<file path="src/rtl/fir_filter_mc.sv">
// fir_filter_mc: time-multiplexed multi-channel FIR with one shared MAC and double-buffered coefficient reload.
module fir_filter_mc #(
    parameter int NCH    = 4,
    parameter int NTAPS  = 16,
    parameter int DW     = 16,
    parameter int CW     = 16,
    parameter int OSHIFT = 14
) (
    input  logic              clkfir,
    input  logic              rstn,
    input  logic              data_ready,
    input  logic [NCH*DW-1:0] din,
    input  logic              bypass,
    input  logic              reload_valid,
    output logic              reload_ready,
    input  logic              reload_last,
    input  logic [CW-1:0]     reload_coeff,
    output logic              reload_err,
    output logic [NCH*DW-1:0] dout,
    output logic              dout_valid,
    output logic              overrun
);
    localparam int ACCW = DW + CW + $clog2(NTAPS);
    localparam int TW   = $clog2(NTAPS);
    localparam int CHW  = NCH > 1 ? $clog2(NCH) : 1;
    localparam logic [1:0] IDLE = 2'd0, COMPUTE = 2'd1, RELOAD = 2'd2, FLUSH = 2'd3;
    localparam logic signed [CW-1:0] ONE   = CW'(1 << OSHIFT);
    localparam logic signed [ACCW:0] HALF  = (ACCW + 1)'(1) << (OSHIFT - 1);
    localparam logic signed [ACCW:0] SMAX  = {{(ACCW - DW + 2){1'b0}}, {(DW - 1){1'b1}}};
    localparam logic signed [ACCW:0] SMIN  = ~SMAX;

    logic [1:0] state;
    logic signed [DW-1:0] hist [NCH][NTAPS];
    logic signed [CW-1:0] coef [NTAPS];
    logic signed [CW-1:0] shadow [NTAPS];
    logic signed [DW-1:0] stage [NCH];
    logic [TW-1:0] wptr, wf, tap_i, ridx, raddr;
    logic [CHW-1:0] ch_i, ch1, ch2;
    logic iss, v1, f1, l1, v2, f2, l2, done;
    logic signed [DW-1:0] x1;
    logic signed [CW-1:0] c1;
    logic signed [DW+CW-1:0] prod;
    logic signed [ACCW-1:0] acc, acc_nx, pext;
    logic signed [ACCW:0] rnd, shf;
    logic signed [DW-1:0] sat;
    logic take, hs;

    always_comb begin
        raddr = TW'((int'(wf) + NTAPS - int'(tap_i)) % NTAPS);
        pext = {{(ACCW - DW - CW){prod[DW+CW-1]}}, prod};
        acc_nx = f2 ? pext : acc + pext;
        rnd = {acc_nx[ACCW-1], acc_nx} + HALF;
        shf = rnd >>> OSHIFT;
        sat = shf > SMAX ? DW'(SMAX) : shf < SMIN ? DW'(SMIN) : shf[DW-1:0];
        // a frame arriving on the result edge is taken immediately, keeping the frame period at NCH*NTAPS+3
        take = data_ready && (state == IDLE || (done && !bypass));
        reload_ready = (state == IDLE && !data_ready) || state == RELOAD || state == FLUSH;
        hs = reload_valid && reload_ready;
    end

    always_ff @(posedge clkfir or negedge rstn) begin
        if (!rstn) begin
            state <= IDLE;
            wptr <= '0;
            wf <= '0;
            tap_i <= '0;
            ch_i <= '0;
            ridx <= '0;
            iss <= 1'b0;
            v1 <= 1'b0;
            f1 <= 1'b0;
            l1 <= 1'b0;
            ch1 <= '0;
            v2 <= 1'b0;
            f2 <= 1'b0;
            l2 <= 1'b0;
            ch2 <= '0;
            done <= 1'b0;
            x1 <= '0;
            c1 <= '0;
            prod <= '0;
            acc <= '0;
            dout <= '0;
            dout_valid <= 1'b0;
            overrun <= 1'b0;
            reload_err <= 1'b0;
            for (int k = 0; k < NCH; k++) begin
                stage[k] <= '0;
                for (int i = 0; i < NTAPS; i++) hist[k][i] <= '0;
            end
            for (int i = 0; i < NTAPS; i++) begin
                coef[i] <= i == 0 ? ONE : '0;
                shadow[i] <= '0;
            end
        end else begin
            dout_valid <= 1'b0;
            reload_err <= 1'b0;
            overrun <= data_ready && !take;
            v1 <= iss;
            x1 <= hist[ch_i][raddr];
            c1 <= coef[tap_i];
            f1 <= tap_i == '0;
            l1 <= tap_i == TW'(NTAPS - 1);
            ch1 <= ch_i;
            v2 <= v1;
            prod <= x1 * c1;
            f2 <= f1;
            l2 <= l1;
            ch2 <= ch1;
            if (v2) acc <= acc_nx;
            if (v2 && l2) stage[ch2] <= sat;
            done <= v2 && l2 && ch2 == CHW'(NCH - 1);
            if (iss) begin
                tap_i <= tap_i == TW'(NTAPS - 1) ? '0 : tap_i + 1'b1;
                if (tap_i == TW'(NTAPS - 1)) begin
                    iss <= ch_i != CHW'(NCH - 1);
                    ch_i <= ch_i + 1'b1;
                end
            end
            if (done) begin
                for (int k = 0; k < NCH; k++) dout[k*DW +: DW] <= stage[k];
                dout_valid <= 1'b1;
                state <= IDLE;
            end
            if (take) begin
                for (int k = 0; k < NCH; k++) hist[k][wptr] <= din[k*DW +: DW];
                wf <= wptr;
                wptr <= wptr == TW'(NTAPS - 1) ? '0 : wptr + 1'b1;
                if (bypass) begin
                    dout <= din;
                    dout_valid <= 1'b1;
                end else begin
                    state <= COMPUTE;
                    iss <= 1'b1;
                    tap_i <= '0;
                    ch_i <= '0;
                end
            end else if (hs && state == FLUSH) begin
                if (reload_last) state <= IDLE;
            end else if (hs) begin
                shadow[ridx] <= reload_coeff;
                ridx <= '0;
                if (reload_last && ridx == TW'(NTAPS - 1)) begin
                    for (int i = 0; i < NTAPS; i++) coef[i] <= i == NTAPS - 1 ? reload_coeff : shadow[i];
                    state <= IDLE;
                end else if (reload_last) begin
                    reload_err <= 1'b1;
                    state <= IDLE;
                end else if (ridx == TW'(NTAPS - 1)) begin
                    reload_err <= 1'b1;
                    state <= FLUSH;
                end else begin
                    ridx <= ridx + 1'b1;
                    state <= RELOAD;
                end
            end
        end
    end
endmodule
</file>
<file path="config.mk">
export PLATFORM = sky130hd
export DESIGN_NAME = fir_filter_mc
export DESIGN_NICKNAME = d
export VERILOG_FILES = /design/src/rtl/fir_filter_mc.sv
export SDC_FILE = /design/constraint.sdc
export NUM_CORES = 2
export LEC_CHECK = 0
export CAP_MARGIN = 0
export CORE_ASPECT_RATIO = 1.25
export CORE_MARGIN = 1.5
export CORE_UTILIZATION = 50
export CTS_CLUSTER_DIAMETER = 40
export DETAILED_ROUTE_END_ITERATION = 8
export PLACE_DENSITY = 0.66
export SYNTH_ARGS = -nofsm -noshare
export SYNTH_HDL_FRONTEND = slang
export SYNTH_SLANG_ARGS = --single-unit
</file>
<file path="constraint.sdc">
create_clock -name clkfir -period 7.4 [get_ports clkfir]
set_clock_uncertainty 0.05 [all_clocks]
set_input_delay 2.22 -clock clkfir [delete_from_list [all_inputs] [get_ports clkfir]]
set_output_delay 2.22 -clock clkfir [all_outputs]
set_load 0.02 [all_outputs]
</file>
## Yosys cells after proc, flatten, opt, wreduce, memory -nomap -nowiden

Cells that the tools add are included.

- Bits in registers: 1799
- Bits of input ports: 86
- Output and inout bits: 68
- Logic and storage cells: 242

- Add/sub/neg operators: 8
- Multipliers: 1
- $lt $le $gt $ge: 11
- Equal/unequal tests: 7
- Muxes and demuxes: 61
- Bitwise gates (word level): 8
- Reductions and logical operators: 22

Operators with widths:

| cell | number |
|---|---|
| $bwmux W256 | 5 |
| $bmux W256 S2 | 1 |
| $mux W256 | 2 |
| $mux W64 | 3 |
| $mux W16 | 9 |
| $bmux W16 S4 | 2 |
| $demux W16 S4 | 2 |
| $bwmux W64 | 1 |
| $add A36 B15 Y37 const B | 1 |
| $add A36 B32 Y36 | 1 |
| $mux W36 | 1 |
| $demux W16 S2 | 1 |
| $mul A16 B16 Y32 | 1 |
| $mux W4 | 8 |
| $mux W2 | 12 |
| $gt A23 B16 Y1 const B | 1 |
| $lt A23 B16 Y1 const B | 1 |
| $ge A5 B5 Y1 const B | 4 |
| $not A4 Y5 | 4 |
| $add A4 B1 Y4 const B | 4 |
| $mux W1 | 14 |
| $eq A4 B4 Y1 const B | 3 |
| $logic_and A1 B1 Y1 | 12 |
| $lt A5 B1 Y1 const B | 2 |
| 14 further kinds | 23 |

## Longest topological paths before layout

- Depth after elaboration: 8
- Depth in mapped cells: 24
- Depth with buffers taken out: 23

## Worst setup path before layout

No wires, ideal clock.

- Kind: reg2reg
- From: reg x1[11]
- To: reg prod[29]
- Library setup time: 126 ps
- Arrival: 6170 ps
- Data required time: 7224 ps
- Setup slack: 1053 ps
- Cell stages (with the launch flop): 22
- Path buffers: 1
- Period minus slack after synthesis: 6347 ps
- Cell sequence: dfrtp_1 -> clkbuf_1 -> nand2_1 -> fa_1 -> fa_1 -> inv_1 -> fa_1 -> fa_1 -> fa_1 -> inv_1 -> fa_1 -> inv_1 -> ha_1 -> a21o_1 -> a21o_1 -> a21o_1 -> o31ai_1 -> a311oi_1 -> o31a_1 -> a31oi_1 -> nor3_1 -> a311o_1

- Longest elaborated chain between the ends: 1

Ends and longest elaborated chain:

| what | RTL line | text |
|---|---|---|
| start, declared | 40 | `logic signed [DW-1:0] x1;` |
| start signal, assigned | 100 | `x1 <= hist[ch_i][raddr];` |
| $mul A16 B16 Y32 | 106 | `prod <= x1 * c1;` |
| end signal, assigned | 106 |  |
| end, declared | 42 | `logic signed [DW+CW-1:0] prod;` |

Every way passes these cells.
A chain may end at the register's enable or synchronous reset.

## Final worst setup path

- From: reg c1[1]
- To: reg prod[29]

- Longest elaborated chain between the ends: 1

Ends and longest elaborated chain:

| what | RTL line | text |
|---|---|---|
| start, declared | 41 | `logic signed [CW-1:0] c1;` |
| start signal, assigned | 101 | `c1 <= coef[tap_i];` |
| $mul A16 B16 Y32 | 106 |  |

Every way passes these cells.

==> summary.json <==
{
  "run_status": {
    "outcome": "complete, no violations"
  },
  "synthesis": {
    "synth_edf_count": 0,
    "cell_area_after_technology_mapping_sq_mm": 0.08981,
    "largest_cells_by_area_after_synthesis": "sky130_fd_sc_hd__dfrtp_1, sky130_fd_sc_hd__mux2_2, sky130_fd_sc_hd__mux4_2",
    "synth_cells": 6420,
    "postSynth.topFlopCell": "sky130_fd_sc_hd__dfrtp_1",
    "postSynthNetCount": 6904,
    "synth_cell_type_count": 94,
    "synth.most_common_cell": "sky130_fd_sc_hd__dfrtp_1",
    "yosys_register_bits": 1783,
    "seq_area_frac_synth": 0.4968,
    "synth_top_area_share": 0.4965,
    "syn-mean-instance-area_sq_um": 13.99,
    "yosysTopAreaCell": "sky130_fd_sc_hd__dfrtp_1",
    "synth_commonest_cells": "sky130_fd_sc_hd__dfrtp_1, sky130_fd_sc_hd__mux2_2, sky130_fd_sc_hd__mux4_2",
    "yosysWarnings": 0,
    "postSynth.asyncResetShare": 1.000
  },
  "placement": {
    "detailed_place_hpwl_mm": 143.4,
    "preCtsSetupSlack_ns": 0.5736,
    "placer_congestion_estimate": 0.8997,
    "buffer_ports.inserted": 153
  },
  "sta": {
    "slew_viol_final": 0,
    "period_share": 0.9285,
    "layout_setup_ws_ns": 0.5293,
    "setup_viol": 0,
    "timing.final.crit_period_ns": 6.871,
    "setup-tns-final_ns": 0,
    "worst-slew-pin-transition_ns": 1.375,
    "relSlewSlack": 0.08151,
    "maxClockFrequency_mhz": 145.5,
    "timing.final.hold_violations": 0,
    "rsz0062_at_grt": "false"
  },
  "grt": {
    "grt_pass1_vias": 57240,
    "global_route.usage.total": 0.2537,
    "grt_first_pass_wirelength_mm": 351.9,
    "grt_remaining_overflow": 0,
    "grt_antenna_before_repair": 48,
    "grt_max_degree": 199
  },
  "power": {
    "clock_power_share": 0.287,
    "cellLeakagePower_nw": 47.55,
    "p_seq_frac": 0.387,
    "power.density_cell_area_mw_per_mm2": 371.3,
    "totalPowerFinal_mw": 37.63,
    "intPower_mw": 25.18,
    "p_switching_mw": 12.45,
    "peakVddDrop_mv": 0.6717,
    "power.share.combinational": 0.326,
    "switching_share": 0.3308
  },
  "setup_path": {
    "setup.worst_path.end_class": "register",
    "reg2reg_slack_ns": 0.53,
    "crit-reg2reg-capture": "prod[29]",
    "cp_data_arrival_time_ns": 7.53,
    "setup.worst_path.class": "reg -> reg",
    "timing.critical_path.fanout_max": 16,
    "worstRegToRegCells": 20,
    "critical_path.startpoint_type": "register",
    "required_ns": 8.06,
    "crit-reg2reg-launch": "c1[1]",
    "crit_path_start": "c1[1]"
  },
  "min_path": {
    "min_path_cells": 0,
    "min-delay-start": "ch1[1]",
    "worst_hold_path.endpoint": "ch2[1]",
    "hold_wc_path_type": "reg -> reg"
  },
  "clock_network": {
    "post_cts_resize_count": 0,
    "clk_latency_ns": 0.86,
    "clock_tree.buffer_depth": 3,
    "cts_root_buffer": "sky130_fd_sc_hd__clkbuf_16",
    "h-tree-depth": 4,
    "cts_tree": "built",
    "clk_pin_slew_worst_paths_ns": 0.06,
    "numCtsBuffers": 208,
    "hold_buffer_count_at_cts": 0,
    "sinks_on_clock_net": 1783,
    "post_cts.repair.setup_buffers": 0
  },
  "floorplanning": {
    "die_height_um": 476.8,
    "floorplan.die_area_sq_mm": 0.1822,
    "rows": 173,
    "design.core.area_sq_mm": 0.1781,
    "chipWidth_um": 382.1,
    "initial_core_util": 0.5041,
    "io-pin-count": 154
  },
  "cells_and_area": {
    "final_layout_size_suffix_gt1_frac": 0.3768,
    "area_delta_synth_final_pct": 12.86,
    "final_core_utilization": 0.5690,
    "design.final.nets": 6941
  },
  "routing": {
    "wl_met3_mm": 13.51,
    "avgRoutedWirePerCell_um": 25.19,
    "drt_pass1_iterations": 7,
    "drt-total-wl_mm": 226.9,
    "top_layer": "met5",
    "detail_route.wirelength.met1_mm": 98.47,
    "postRouteAntennaNets": 0,
    "drt_iter0_drc": 3415,
    "viasPerCell": 5.925,
    "vias": 53380,
    "drc_errors": 0,
    "met2RoutedLength_mm": 108.0
  },
  "flow_run": {
    "max-cap-violations": 0
  }
}
[state kept, by name, summed over array words and instances (netlist names), 4 cells and up]
register,cells
acc,36
c1,16
coef,256
dout,64
hist,1024
prod,32
ridx,4
shadow,240
stage,64
tap_i,4
wf,4
wptr,4
x1,16
[cell usage in the layout, fill, tap and decap left out, drive strengths merged, types with 11 or more instances in the layout]
| cell | Yosys | final |
|---|---|---|
| and3 | 12 | 12 |
| xnor2 | 45 | 45 |
| clkbuf | 373 | 281 |
| nand2b | 11 | 11 |
| clkinv | 1 | 49 |
| nor4 | 13 | 13 |
| nand2 | 310 | 310 |
| nand3 | 53 | 53 |
| a21oi | 98 | 98 |
| ha | 134 | 134 |
| buf | 76 | 127 |
| a21o | 29 | 29 |
| bufinv | 0 | 20 |
| xor2 | 21 | 21 |
| a31oi | 27 | 27 |
| diode | 0 | 15 |
| o21a | 13 | 13 |
| clkdlybuf4s50 | 0 | 152 |
| dfrtp | 1782 | 1782 |
| mux2 | 1532 | 1532 |
| and2 | 154 | 154 |
| mux4 | 400 | 400 |
| o211ai | 13 | 13 |
| nor2 | 222 | 222 |
| a211oi | 97 | 97 |
| mux2i | 78 | 78 |
| or3 | 14 | 14 |
| fa | 264 | 264 |
| inv | 336 | 363 |
| nor3 | 31 | 31 |
| o21ai | 129 | 129 |
| nand4 | 24 | 24 |
[final cells by class]
class | count | area [sq um]
clock buffers | 281 | 5995
flip-flops and latches | 1783 | 44640
diodes | 15 | 37.54
clock inverters | 104 | 1444
repair buffers | 279 | 2683
inverters | 337 | 1265
fillers | 14190 | 76780
well taps | 2362 | 2955
multi-input cells | 3848 | 42340
[power groups by stage]
| stage | sequential (mW) | clock, mW | combinational, mW |
|---|---|---|---|
| 2_1_floorplan | 14.0 | 0 | 8.14 |
| 3_3_place_gp | 14.5 | 0 | 12.2 |
| 3_5_place_dp | 14.7 | 0 | 12.4 |
| 4_1_cts | 14.5 | 11.0 | 12.4 |
| 5_1_grt | 14.9 | 11.4 | 13.0 |
| 6_report | 14.5 | 10.8 | 12.3 |
[worst max-delay path by stage]
stage                     to  slack [ns]  cells past startpoint
finish              prod[29]        0.53                     20
floorplan           prod[29]        1.05                     21
detailed placement  prod[28]        0.57                     19
CTS                 prod[28]        0.57                     19
global route        prod[28]        0.19                     19
global placement    prod[31]        0.62                     22
[routing by layer]
layer  track usage  vias to the layer above
li1              -                    23040
met1        0.3488                    28690
met2        0.4026                     1195
met3       0.05676                      416
met4       0.07919                       44
met5             0                        -
[through the flow]
step / std cells / hold WS (ns) / cell area [sq um]
6_report: 9009 / 0.2986 / 101400
4_1_cts: 8994 / 0.2984 / 101300
3_5_place_dp: 8609 / 0.2847 / 93880
2_1_floorplan: 6420 / 0.2812 / 89810
3_3_place_gp: 8609 / 0.2816 / 93880
5_1_grt: 9007 / 0.3163 / 101400
[cells by family after synthesis]
group | synth area share
adder cells (fa/ha/maj) | 0.07752
AND/OR/NAND/NOR | 0.04662
multiplexers | 0.3011
buffers and inverters | 0.03440
flip-flops | 0.4968
XOR/XNOR | 0.006437
AO/OA/AOI/OAI | 0.03711
[critical path: stages (launching register included)]
cell and delay [ns]:
sky130_fd_sc_hd__dfrtp_1 0.68, sky130_fd_sc_hd__nand2_1 0.17, sky130_fd_sc_hd__fa_1 0.53, sky130_fd_sc_hd__fa_1 0.56, sky130_fd_sc_hd__inv_1 0.05, sky130_fd_sc_hd__fa_1 0.47
sky130_fd_sc_hd__fa_1 0.51, sky130_fd_sc_hd__fa_1 0.49, sky130_fd_sc_hd__inv_1 0.05, sky130_fd_sc_hd__fa_1 0.48, sky130_fd_sc_hd__inv_1 0.05, sky130_fd_sc_hd__ha_1 0.32
sky130_fd_sc_hd__a21o_1 0.23, sky130_fd_sc_hd__a21o_1 0.18, sky130_fd_sc_hd__a21o_1 0.20, sky130_fd_sc_hd__o31ai_1 0.55, sky130_fd_sc_hd__a311oi_1 0.25, sky130_fd_sc_hd__o31a_1 0.37
sky130_fd_sc_hd__a31oi_1 0.22, sky130_fd_sc_hd__nor3_1 0.07, sky130_fd_sc_hd__a311o_1 0.28
Note: power is estimated with default switching activity, not from simulation.
